File: src/rtl/seq_divider_32_pkg.sv
// Shared constants and helpers for the sequential 32-bit divider.
package seq_divider_32_pkg;

  localparam int WIDTH = 32;

  // FSM state encodings
  localparam logic [1:0] IDLE = 2'd0;
  localparam logic [1:0] PREP = 2'd1;
  localparam logic [1:0] ITER = 2'd2;
  localparam logic [1:0] FIX  = 2'd3;

  // One quotient bit is produced per ITER cycle
  localparam int DIV_STEPS = 32;

  // Quotient reported on a zero divisor
  localparam logic [31:0] DIV_ZERO_QUOT = 32'hFFFF_FFFF;

  // Two's complement negation modulo 2^32
  function automatic logic [31:0] neg32(input logic [31:0] x);
    return ~x + 32'd1;
  endfunction

  // Magnitude of a signed value; 0x80000000 maps to itself, which is
  // the correct unsigned magnitude
  function automatic logic [31:0] abs32(input logic [31:0] x);
    return x[31] ? neg32(x) : x;
  endfunction

endpackage

File: src/rtl/seq_divider_32_if.sv
// Request/result bundle between the control unit and the divider.
// Handshake: start is a request that is accepted only while the divider
// is idle (busy low); operands and div_signed are captured on that edge.
// busy stays high until the result edge, where done pulses for one cycle
// and quotient/remainder/div_by_zero become valid and are held until the
// next done. A start during busy is dropped, never queued.
interface seq_divider_32_if;
  import seq_divider_32_pkg::*;

  logic             start;
  logic             div_signed;
  logic [WIDTH-1:0] dividend;
  logic [WIDTH-1:0] divisor;
  logic             busy;
  logic             done;
  logic             div_by_zero;
  logic [WIDTH-1:0] quotient;
  logic [WIDTH-1:0] remainder;

  modport master (
    output start, div_signed, dividend, divisor,
    input  busy, done, div_by_zero, quotient, remainder
  );

  modport slave (
    input  start, div_signed, dividend, divisor,
    output busy, done, div_by_zero, quotient, remainder
  );

endinterface

File: src/rtl/seq_divider_32_cla.sv
// 32-bit carry-lookahead adder: 4-bit lookahead groups joined by a
// group-level generate/propagate chain.
module CLA_32bit_adder (
  input  logic [31:0] A,
  input  logic [31:0] B,
  input  logic        Cin,
  output logic [31:0] Sum,
  output logic        Cout,
  output logic        G_prime,
  output logic        P_prime
);

  logic [31:0] w_g;
  logic [31:0] w_p;
  logic [31:0] w_c;
  logic [7:0]  w_gg;
  logic [7:0]  w_gp;
  logic [8:0]  w_gc;
  logic        w_gacc;

  assign w_g = A & B;
  assign w_p = A ^ B;

  // Group generate/propagate, group carries, then per-bit lookahead carries
  always_comb begin
    w_gg   = '0;
    w_gp   = '0;
    w_gc   = '0;
    w_c    = '0;
    w_gacc = 1'b0;
    for (int k = 0; k < 8; k++) begin
      w_gg[k] = w_g[4*k+3]
              | (w_p[4*k+3] & w_g[4*k+2])
              | (w_p[4*k+3] & w_p[4*k+2] & w_g[4*k+1])
              | (w_p[4*k+3] & w_p[4*k+2] & w_p[4*k+1] & w_g[4*k]);
      w_gp[k] = &w_p[4*k +: 4];
    end
    w_gc[0] = Cin;
    for (int k = 0; k < 8; k++) begin
      w_gc[k+1] = w_gg[k] | (w_gp[k] & w_gc[k]);
      w_gacc    = w_gg[k] | (w_gp[k] & w_gacc);
    end
    for (int k = 0; k < 8; k++) begin
      w_c[4*k]   = w_gc[k];
      w_c[4*k+1] = w_g[4*k] | (w_p[4*k] & w_gc[k]);
      w_c[4*k+2] = w_g[4*k+1] | (w_p[4*k+1] & w_g[4*k])
                 | (w_p[4*k+1] & w_p[4*k] & w_gc[k]);
      w_c[4*k+3] = w_g[4*k+2] | (w_p[4*k+2] & w_g[4*k+1])
                 | (w_p[4*k+2] & w_p[4*k+1] & w_g[4*k])
                 | (w_p[4*k+2] & w_p[4*k+1] & w_p[4*k] & w_gc[k]);
    end
  end

  assign Sum     = w_p ^ w_c;
  assign Cout    = w_gc[8];
  assign G_prime = w_gacc;
  assign P_prime = &w_gp;

endmodule

File: src/rtl/seq_divider_32.sv
// Multi-cycle non-restoring 32-bit divider (DIV/DIVU). One CLA adder pass
// per cycle; remainder goes to HI, quotient to LO.
module seq_divider_32
  import seq_divider_32_pkg::*;
(
  input  logic                   clk,
  input  logic                   clr,
  seq_divider_32_if.slave        bus,
  output logic [1:0]             o_dbg_state
);

  logic [1:0]  r_state;
  logic        r_signed;
  logic [31:0] r_dividend;
  logic [31:0] r_divisor;
  logic [32:0] r_r;
  logic [31:0] r_q;
  logic [31:0] r_d;
  logic [4:0]  r_count;
  logic        r_neg_q;
  logic        r_neg_r;
  logic        r_busy;
  logic        r_done;
  logic        r_dbz;
  logic [31:0] r_quot;
  logic [31:0] r_rem;

  logic        w_fix;
  logic [32:0] w_rs;
  logic        w_sub;
  logic [31:0] w_a;
  logic [31:0] w_b;
  logic        w_cin;
  logic [31:0] w_sum;
  logic        w_cout;
  logic        w_rnew_msb;
  logic [31:0] w_r_final;

  // ITER shifts the next dividend bit in and subtracts (R >= 0) or adds
  // (R < 0) the divisor; FIX reuses the adder as R + D for the restore.
  assign w_fix = (r_state == FIX);
  assign w_rs  = {r_r[31:0], r_q[31]};
  assign w_sub = !w_fix && !r_r[32];
  assign w_a   = w_fix ? r_r[31:0] : w_rs[31:0];
  assign w_b   = w_sub ? ~r_d : r_d;
  assign w_cin = w_sub;

  CLA_32bit_adder u_cla (
    .A       (w_a),
    .B       (w_b),
    .Cin     (w_cin),
    .Sum     (w_sum),
    .Cout    (w_cout),
    .G_prime (),
    .P_prime ()
  );

  // Sign of the 33-bit partial remainder, from the 32-bit adder carry
  assign w_rnew_msb = w_rs[32] ^ w_sub ^ w_cout;
  assign w_r_final  = r_r[32] ? w_sum : r_r[31:0];

  // Division FSM and datapath registers
  always_ff @(posedge clk) begin
    if (clr) begin
      r_state    <= IDLE;
      r_signed   <= 1'b0;
      r_dividend <= '0;
      r_divisor  <= '0;
      r_r        <= '0;
      r_q        <= '0;
      r_d        <= '0;
      r_count    <= '0;
      r_neg_q    <= 1'b0;
      r_neg_r    <= 1'b0;
      r_busy     <= 1'b0;
      r_done     <= 1'b0;
      r_dbz      <= 1'b0;
      r_quot     <= '0;
      r_rem      <= '0;
    end else begin
      r_done <= 1'b0;
      case (r_state)
        IDLE: begin
          if (bus.start) begin
            r_signed   <= bus.div_signed;
            r_dividend <= bus.dividend;
            r_divisor  <= bus.divisor;
            r_busy     <= 1'b1;
            r_dbz      <= 1'b0;
            r_state    <= PREP;
          end
        end
        PREP: begin
          if (r_divisor == '0) begin
            r_quot  <= DIV_ZERO_QUOT;
            r_rem   <= r_dividend;
            r_dbz   <= 1'b1;
            r_done  <= 1'b1;
            r_busy  <= 1'b0;
            r_state <= IDLE;
          end else begin
            r_r     <= '0;
            r_q     <= r_signed ? abs32(r_dividend) : r_dividend;
            r_d     <= r_signed ? abs32(r_divisor) : r_divisor;
            r_neg_q <= r_signed & (r_dividend[31] ^ r_divisor[31]);
            r_neg_r <= r_signed & r_dividend[31];
            r_count <= '0;
            r_state <= ITER;
          end
        end
        ITER: begin
          r_r     <= {w_rnew_msb, w_sum};
          r_q     <= {r_q[30:0], ~w_rnew_msb};
          r_count <= r_count + 5'd1;
          if (r_count == 5'(DIV_STEPS - 1)) begin
            r_state <= FIX;
          end
        end
        FIX: begin
          r_quot  <= r_neg_q ? neg32(r_q) : r_q;
          r_rem   <= r_neg_r ? neg32(w_r_final) : w_r_final;
          r_done  <= 1'b1;
          r_busy  <= 1'b0;
          r_state <= IDLE;
        end
        default: r_state <= IDLE;
      endcase
    end
  end

  assign bus.busy        = r_busy;
  assign bus.done        = r_done;
  assign bus.div_by_zero = r_dbz;
  assign bus.quotient    = r_quot;
  assign bus.remainder   = r_rem;
  assign o_dbg_state     = r_state;

endmodule

File: src/flat_wrapper.sv
// flat-port wrapper written by rule: the top's interface ports become plain ports
module seq_divider_32_flat import seq_divider_32_pkg::*;
  (clk, clr, o_dbg_state, bus_start, bus_div_signed, bus_dividend, bus_divisor, bus_busy, bus_done, bus_div_by_zero, bus_quotient, bus_remainder);
  seq_divider_32_if bus_i ();
  input  logic clk;
  input  logic clr;
  output logic [1:0] o_dbg_state;
  input wire logic [$bits(bus_i.start)-1:0] bus_start;
  input wire logic [$bits(bus_i.div_signed)-1:0] bus_div_signed;
  input wire logic [$bits(bus_i.dividend)-1:0] bus_dividend;
  input wire logic [$bits(bus_i.divisor)-1:0] bus_divisor;
  output wire logic [$bits(bus_i.busy)-1:0] bus_busy;
  output wire logic [$bits(bus_i.done)-1:0] bus_done;
  output wire logic [$bits(bus_i.div_by_zero)-1:0] bus_div_by_zero;
  output wire logic [$bits(bus_i.quotient)-1:0] bus_quotient;
  output wire logic [$bits(bus_i.remainder)-1:0] bus_remainder;
  assign bus_i.start = bus_start;
  assign bus_i.div_signed = bus_div_signed;
  assign bus_i.dividend = bus_dividend;
  assign bus_i.divisor = bus_divisor;
  assign bus_busy = bus_i.busy;
  assign bus_done = bus_i.done;
  assign bus_div_by_zero = bus_i.div_by_zero;
  assign bus_quotient = bus_i.quotient;
  assign bus_remainder = bus_i.remainder;
  seq_divider_32 u_core (.clk(clk), .clr(clr), .bus(bus_i), .o_dbg_state(o_dbg_state));
endmodule
File: config.mk
export PLATFORM = sky130hd
export DESIGN_NAME = seq_divider_32_flat
export DESIGN_NICKNAME = d
export VERILOG_FILES = /design/src/rtl/seq_divider_32_pkg.sv /design/src/rtl/seq_divider_32_if.sv /design/src/rtl/seq_divider_32_cla.sv /design/src/rtl/seq_divider_32.sv /design/src/flat_wrapper.sv
export SDC_FILE = /design/constraint.sdc
export NUM_CORES = 1
export LEC_CHECK = 0
export ABC_CLOCK_PERIOD_IN_PS = 6200
export CAP_MARGIN = 30
export CELL_PAD_IN_SITES_DETAIL_PLACEMENT = 0
export CELL_PAD_IN_SITES_GLOBAL_PLACEMENT = 1
export CORE_MARGIN = 2
export CORE_UTILIZATION = 44
export CTS_BUF_LIST = sky130_fd_sc_hd__clkbuf_8
export CTS_CLUSTER_SIZE = 20
export DETAILED_ROUTE_END_ITERATION = 7
export PLACE_DENSITY = 0.8
export SLEW_MARGIN = 20
export SYNTH_ARGS = -nofsm -noshare
export SYNTH_HDL_FRONTEND = slang
export SYNTH_SLANG_ARGS = --single-unit
File: constraint.sdc
create_clock -name clk -period 6.2 [get_ports clk]
set_input_delay 1.24 -clock clk [delete_from_list [all_inputs] [get_ports clk]]
set_output_delay 1.24 -clock clk [all_outputs]
set_load 0.01 [all_outputs]
Word-level counts from Yosys, hierarchy flattened. Cells that the tools add are included.

Register bits: 238. Bits of input ports: 68. Output and inout port bits: 69. Word-level logic and storage cells: 298.

Add/sub/neg operators: 5. Equal/unequal tests: 8. Mux-type cells: 31. Bitwise operators: 215. Reductions and logical operators: 24.

Operators by type and width (count): 32-bit 2-to-1 mux (12); 32-bit case mux with 2 select lines (3); 32-bit NOT (5); 32-bit by 1-bit adder with 32-bit output, second input constant (4); 1-bit bitwise AND (122); 1-bit OR (80); 33-bit case mux with 2 select lines (1); 32-bit XOR (2); 33-bit 2-to-1 mux (1); 32-bit bitwise AND (1); 32-bit zero test (1); 4-bit AND reduction (8); 5-bit case mux with 2 select lines (1); 2-bit AND reduction (5); 2-bit case mux with 4 select lines (1); 2-bit 2-to-1 mux (3); 3-bit AND reduction (2); 2-bit nonzero test (3); 5-bit by 1-bit adder with 5-bit output, second input constant (1); 5-bit == test, second input constant (1); 1-bit 2-to-1 mux (5); 5-bit 2-to-1 mux (1); 2-bit == test, second input constant (2); 2-bit by 1-bit inequality test with 1-bit output, second input constant (2); 10 further kinds (16).

Longest topological paths before layout. Gate-level depths: netlist of run 1.

Depth in word-level cells: 30. Gate-level depth with buffers: 25. Depth with buffers taken out: 20.

Cells and area by module. From an unflattened synthesis of run 1, not the netlist that was laid out.

Cells, all modules: 1898. Area, all modules: 14746.6 um^2.

By module, submodules not included: seq_divider_32 (times used 1, cells an instance 1696, area an instance 13142.6 um^2, sequential area each 4764.6 um^2); CLA_32bit_adder (times used 1, cells an instance 202, area an instance 1604.0 um^2, sequential area each 0.0 um^2).

Worst setup path before layout of run 1. Ideal clock, no wire load.

Path kind: reg2reg. Start: reg (tool-made name). End: reg u_core.r_rem[30], in the netlist u_core.bus.remainder[30]. Library setup time: 103 ps. Arrival: 5456 ps. Required time: 6097 ps. Path slack: 640 ps. Cell stages (with the launch flop): 24. Buffers on the path: 5. Clock period less this slack: 5560 ps. Path through: dfxtp_1 > buf_6 > and2_1 > clkbuf_1 > clkbuf_1 > buf_1 > nand2_1 > nand2_1 > ha_1 > buf_2 > a21o_1 > o2bb2ai_4 > a311oi_4 > a211oi_2 > o211ai_1 > nand2b_1 > fa_1 > mux2_2 > nand2b_1 > a311oi_2 > nand4_2 > o41ai_2 > xnor2_1 > a2111oi_2.

RTL lines: to (signal assigned) (RTL line seq_divider_32.sv:96) `r_rem <= r_dividend;`; to (signal assigned) (RTL line seq_divider_32.sv:121) `r_rem <= r_neg_r ? neg32(w_r_final) : w_r_final;`; to (decl) (RTL line seq_divider_32.sv:26) `logic [31:0] r_rem;`.

Worst setup path in the final report of run 1.
Start: reg u_core.r_state[0], in the netlist u_core.o_dbg_state[0]. End: reg u_core.r_rem[31], in the netlist u_core.bus.remainder[31].

Word-level cells in the longest chain between the ends: 30. Elaborated cells between the ends (all ways): 214. Classes of those cells: 1 x add/sub; 3 x eq/ne; 5 x mux; 194 x bitwise; 11 x reduce/logical.

Ends and longest elaborated chain: from (decl) (RTL line seq_divider_32.sv:12) `logic [1:0] r_state;`; from (signal assigned) (RTL line seq_divider_32.sv:65) `r_state <= IDLE;`; from (signal assigned) (RTL line seq_divider_32.sv:90) `r_state <= PREP;`; from (signal assigned) (RTL line seq_divider_32.sv:100) `r_state <= IDLE;`; 2-bit == test (RTL line seq_divider_32.sv:41, seq_divider_32.sv:82); 1-bit zero test (RTL line seq_divider_32.sv:43) `assign w_sub = !w_fix && !r_r[32];`; 1-bit logical AND (RTL line seq_divider_32.sv:43); 32-bit 2-to-1 mux (RTL line seq_divider_32.sv:45) `assign w_b = w_sub ? ~r_d : r_d;`; 32-bit XOR / 32-bit bitwise AND (equally long branches) (RTL line seq_divider_32_cla.sv:22, seq_divider_32_cla.sv:21); 1-bit bitwise AND (on tied branches) (RTL line seq_divider_32_cla.sv:33, seq_divider_32_cla.sv:34, seq_divider_32_cla.sv:35); 1-bit OR, or another cell as far along (RTL line seq_divider_32_cla.sv:33) `| (w_p[4*k+3] & w_g[4*k+2])`; 1-bit OR / 1-bit bitwise AND (equally long branches) (RTL line seq_divider_32_cla.sv:34, seq_divider_32_cla.sv:35); [14 not listed]; 1-bit bitwise AND (on tied branches) (RTL line seq_divider_32_cla.sv:45, seq_divider_32_cla.sv:47, seq_divider_32_cla.sv:50); 1-bit OR (on tied branches) (RTL line seq_divider_32_cla.sv:45, seq_divider_32_cla.sv:47, seq_divider_32_cla.sv:50); 32-bit XOR (RTL line seq_divider_32_cla.sv:54) `assign Sum = w_p ^ w_c;`; 32-bit 2-to-1 mux (RTL line seq_divider_32.sv:60) `assign w_r_final = r_r[32] ? w_sum : r_r[31:0];`; 32-bit NOT (RTL line seq_divider_32_pkg.sv:20) `return ~x + 32'd1;`; 32-bit by 1-bit adder with 32-bit output (RTL line seq_divider_32_pkg.sv:20); 32-bit 2-to-1 mux (RTL line seq_divider_32.sv:121); 32-bit case mux with 2 select lines (RTL line seq_divider_32.sv:82) `case (r_state)`.

Parallel ways exist; a longest one is shown, timed or not. A chain may end at the register's enable or synchronous reset.

==> flow_summary.yaml, run 1 <==
die:
  start_util: 0.445
  dieHeight_um: 185
  ios: 137
  die_w_um: 185
  dieArea_mm2: 0.0343
  num_rows: 66
  core-area_mm2: 0.0325
synthesis:
  synth_edf_count: 0
  async_flop_share: 0
  ys_top_cells_by_area: "dfxtp_1 (33%), nand2_1 (10%), xnor2_1 (7.3%), a21oi_1 (6.4%), nor2_1 (4.9%)"
  syn_avg_cell_area_um2: 7.55
  yosysWarnings: 0
  yosysSeqAreaShare: 0.330
  synth_seq_cells: 238
  synth_area_mm2: 0.0144
  synth-main-ff-cell: "dfxtp_1"
  syn_nets: 2027
  syn_inst: 1914
  synth_top_area_cell: "dfxtp_1"
  synth_cell_types: 88
  synth_top_cell_area_share: 0.330
finish:
  multi_input_area_mm2: 0.00901
  area_growth_pct: 17.0
  final_nets: 2099
  drive_above_1_share: 0.0749
  final_cell_mix: "nand2_1 (384), dfxtp_1 (237), nor2_1 (188)"
  nFillCells: 3203
  final_common_cell: "nand2_1"
  seq_area_mm2: 0.00477
  antenna_cells: 0
timing:
  maxSlewHeadroom: 0.331
  hold_ws_ns: 0.451
  fin_crit_sh: 0.884
  setup_viol: 0
  fmax_ghz: 0.183
  slew_viol_final: 0
  rsz0062_at_grt: "no"
  worst_pin_slew_ns: 1.00
  skew_ns: 0.0341
  setup_tns_ns: 0
  hold_viol_final: 0
  fin_crit_ns: 5.48
  setup_ws_ns: 0.721
min_path:
  hp-start: "u_core.bus.remainder[0]"
  hold_class: "reg -> reg"
routing:
  ant_nets: 0
  avgViaCountPerCell: 5.67
  drc: 0
  wl_per_cell_um: 19.0
  first_iter_violations: 1340
  first_pass_iters: 6
  drt_wl_total_mm: 46.8
  routed-via-count: 13900
clock_tree:
  cts_max_path_buffers: 3
  ctsResizeCount: 0
  clkSinkCount: 238
  cts-root-buf: "clkbuf_8"
  tritoncts: "done"
  numCtsBuffers: 44
  htreeDepth: 2
  postCtsHoldBufs: 0
  clk_latency_ns: 0.58
  cts_setup_buffers: 0
  path_clk_slew_ns: 0.06
critical_path:
  worst_setup_path_end_kind: "flip-flop"
  worstPathArrival_ns: 5.90
  criticalPathCategory: "reg -> reg"
  worstPathRequired_ns: 6.62
  startpoint: "u_core.o_dbg_state[0]"
  cp_max_fo: 23
  cp-start-kind: "flip-flop"
  reg2reg_from: "u_core.o_dbg_state[0]"
place:
  place_congestion: 0.925
  dp_slack_ns: 0.759
  portBuffers: 136
  hpwl_mm: 33.7
power:
  p_leak_uw: 0.00620
  power_density_mw_per_mm2: 306
  peakVddDrop_mv: 0.145
grt:
  met2_usage: 0.396
  grt_max_degree: 184
  grt_pass1_vias: 12800
  overflow: 0
  grtUsageTotal: 0.271
  grt.met1_usage: 0.402
  grt_pass1_wl_mm: 72.7
  busiest_layer: "met1"
  antenna_found_initial: 0
  met3_usage: 0.0576
flow_run:
  maxCapViolCount: 0
run_status:
  status: "finished, final reports clean"
sequential cells by signal, indices dropped and copies added (netlist names), named ones only:
name and cells:
u_core.r_q 32, u_core.bus.remainder 32, u_core.bus.done 1, u_core.r_d 32
u_core.r_neg_q 1, u_core.bus.busy 1, u_core.bus.div_by_zero 1, u_core.r_signed 1
u_core.r_r 33, u_core.r_count 5, u_core.r_neg_r 1, u_core.r_divisor 32
u_core.o_dbg_state 1, u_core.bus.quotient 32, u_core.r_dividend 32
through the flow:
step / cell area (um2) / util / std cells / power, uW
after global routing: 16900 / 0.521 / 2458 / 5500
after detailed placement: 16100 / 0.495 / 2382 / 3720
after floorplan: 14400 / - / 1914 / 3200
after global placement: 16000 / 0.494 / 2381 / 3710
after CTS: 16900 / 0.521 / 2458 / 5190
final: 16900 / 0.521 / 2458 / 5170
per-layer routing:
layer | wire length (um) | part of all wire
met5 | 0 | 0
met4 | 991 | 0.021
met3 | 3750 | 0.080
met2 | 19200 | 0.41
met1 | 22900 | 0.49
power by group:
group	internal (uW)	switching (uW)	leakage (uW)	total, uW
combinational	758	1190	0.00376	1950
clock	770	682	0.000502	1450
sequential	1630	140	0.00194	1770
Yosys cell counts, drive strengths merged, types with 12 or more instances:
master,number
nand2,385
dfxtp,238
nor2,190
a21oi,188
xnor2,121
clkbuf,105
o21ai,57
a211oi,54
nand3,49
xor2,45
ha,38
nor3,38
inv,37
buf,32
a31oi,28
o31ai,23
o211ai,21
a221oi,14
nand2b,14
o221a,14
o22ai,14
a311oi,13
and3,13
and2,12
or3,12
critical path, cell delays in order (launching register included):
cell       delay [ns]
dfxtp_1          0.45
and2_2           0.51
buf_4            0.21
nand2_1          0.06
nand2_1          0.06
ha_1             0.31
nand4_1          0.19
o221ai_2         0.36
fa_1             0.52
nand2b_1         0.18
o32a_1           0.23
or4_1            0.50
nand3_1          0.16
nand4bb_1        0.21
nor3_2           0.42
nand3_2          0.23
o41ai_1          0.47
xnor2_1          0.17
o22ai_1          0.08
cell families after synthesis:
kind of cell | synth area share
AO/OA/AOI/OAI | 0.239
XOR/XNOR | 0.101
adder cells (fa/ha/maj) | 0.0426
buffers and inverters | 0.0480
flip-flops | 0.330
multiplexers | 0.0113
AND/OR/NAND/NOR | 0.229
area by class of cell:
cell class,count,area share
Inverter,39,0.00866
Multi-Input combinational cell,1500,0.534
Clock inverter,23,0.00629
Sequential cell,238,0.282
Clock buffer,53,0.0432
Tap cell,442,0.0327
Timing Repair Buffer,163,0.0936
final timing paths:
path	endpoint	slack [ns]	depth (start not counted)
setup / recovery	u_core.bus.remainder[31]	0.72	18
hold / removal	u_core.bus.remainder[0]	0.45	2
setup reg to reg	u_core.bus.remainder[31]	0.72	18
hold reg to reg	u_core.bus.remainder[0]	0.45	2
(Power assumes the default switching activity.)
==> run 2: changes to the inputs <==
CAP_MARGIN = not set   (was 30)
TNS_END_PERCENT = 20   (was not set)
==> flow_summary.yaml, run 2 (synthesis results as in run 1) <==
finish:
  largest_reg_flops: 33
  antenna_cells: 0
  final_cell_mix: "nand2_1 (384), dfxtp_1 (237), nor2_1 (188)"
  drive_above_1_share: 0.0722
  regMostFlops: "u_core.r_r"
  final_nets: 2096
  final_common_cell: "nand2_1"
  fin_area_mm2: 0.0168
  area_growth_pct: 16.4
  nFillCells: 3230
routing:
  wl_per_cell_um: 19.0
  ant_nets: 0
  drt_wl_total_mm: 46.5
  first_pass_iters: 6
  first_iter_violations: 1304
  avgViaCountPerCell: 5.67
  routed-via-count: 13900
  drc: 0
power:
  power.internal_uw: 3080
  p_leak_uw: 0.00616
  p_sw_frac: 0.392
  clockPowerShare: 0.267
  sequentialPowerShare: 0.348
  peakVddDrop_mv: 0.143
  power_density_mw_per_mm2: 302
  p_sw_uw: 1990
  comb_power_share: 0.385
timing:
  hold_viol_final: 0
  setup_tns_ns: 0
  fin_crit_ns: 5.48
  skew_ns: 0.0431
  worst_pin_slew_ns: 0.939
  hold_ws_ns: 0.456
  rsz0062_at_grt: "no"
  maxSlewHeadroom: 0.369
  fin_crit_sh: 0.884
  setup_viol: 0
  slew_viol_final: 0
  fmax_ghz: 0.183
critical_path:
  cp_max_fo: 16
  worstPathArrival_ns: 5.90
  slowest_delay_ns: 0.46
  criticalPathCategory: "reg -> reg"
  slowest_stage: "a21o_2"
  cp-start-kind: "flip-flop"
  crit_chain: "a21o_2, buf_4, buf_4, xnor2_1, ha_1, nand4_1, nor3_1, nand3_1, a21oi_1, o21ai_0, nand2b_1, fa_1, mux2_2, a211o_1, nor3_1, o311ai_0, o31a_1, o41ai_1, xnor2_1, o22ai_1"
  worst_setup_path_end_kind: "flip-flop"
  worstPathRequired_ns: 6.62
min_path:
  hold_class: "reg -> reg"
grt:
  grt_max_degree: 184
  grtUsageTotal: 0.270
  grt_pass1_wl_mm: 72.4
  grt_pass1_vias: 12700
  antenna_found_initial: 1
  overflow: 0
clock_tree:
  tritoncts: "done"
  path_clk_slew_ns: 0.06
  numCtsBuffers: 42
  cts_max_path_buffers: 3
  ctsResizeCount: 0
  clkSinkCount: 238
  cts_setup_buffers: 0
  cts-root-buf: "clkbuf_8"
  clk_latency_ns: 0.57
  postCtsHoldBufs: 0
  htreeDepth: 2
die:
  num_rows: 66
  start_util: 0.445
  dieArea_mm2: 0.0343
  die_w_um: 185
  core-area_mm2: 0.0325
  dieHeight_um: 185
  ios: 137
place:
  hpwl_mm: 33.6
  place_congestion: 0.925
  place_area_mm2: 0.0161
  portBuffers: 136
flow_run:
  maxCapViolCount: 0
run_status:
  status: "finished, final reports clean"
[run 2: final timing paths]
| check | start | endpoint | slack [ns] | cells after the start |
|---|---|---|---|---|
| min reg2reg | u_core.bus.remainder[0] | u_core.bus.remainder[0] | 0.46 | 2 |
| max reg2reg | flip-flop | u_core.bus.remainder[31] | 0.72 | 20 |
| max | flip-flop | u_core.bus.remainder[31] | 0.72 | 20 |
| min | u_core.bus.remainder[0] | u_core.bus.remainder[0] | 0.46 | 2 |
[run 2: critical path: cells and delay by family, from the launching register on]
kind / cells / cell delay [ns]
flip-flops: 1 / 0.45
buffers and inverters: 2 / 0.51
multiplexers: 1 / 0.34
XOR/XNOR: 2 / 0.26
AND/OR/NAND/NOR: 5 / 0.91
AO/OA/AOI/OAI: 8 / 1.98
adder cells (fa/ha/maj): 2 / 0.87
[run 2: cell type report]
cell class	count	area (um2)	share of cell area
inverter	39	146	0.00871
timing repair buffer	162	1570	0.0934
sequential	238	4770	0.283
clock buffer	48	661	0.0393
clock inverter	22	98.8	0.00588
tap	442	553	0.0329
multi-input combinational	1500	9020	0.536
[run 2: metal layers]
metal,vias up,GRT usage,share of wire
met5,-,0,0.00026
met4,2,0.0587,0.018
met3,60,0.0519,0.076
met2,484,0.397,0.41
met1,6489,0.405,0.49
li1,6860,-,-
[run 2: power by group through the flow]
| stage | registers [uW] | logic (uW) | clock network, uW |
|---|---|---|---|
| after global routing | 1780 | 2170 | 1450 |
| final | 1770 | 1950 | 1360 |
| after floorplan | 1730 | 1460 | 0 |
| after global placement | 1790 | 1920 | 0 |
| after detailed placement | 1790 | 1930 | 0 |
| after CTS | 1760 | 1940 | 1390 |
[run 2: metrics by stage]
step / setup slack [ns] / cells / util / power (uW)
4_1_cts: 0.780 / 2451 / 0.518 / 5090
3_5_place_dp: 0.752 / 2381 / 0.495 / 3720
2_1_floorplan: 0.640 / 1914 / - / 3200
6_report: 0.722 / 2451 / 0.518 / 5070
3_3_place_gp: 0.819 / 2381 / 0.494 / 3710
5_1_grt: 0.199 / 2451 / 0.518 / 5400
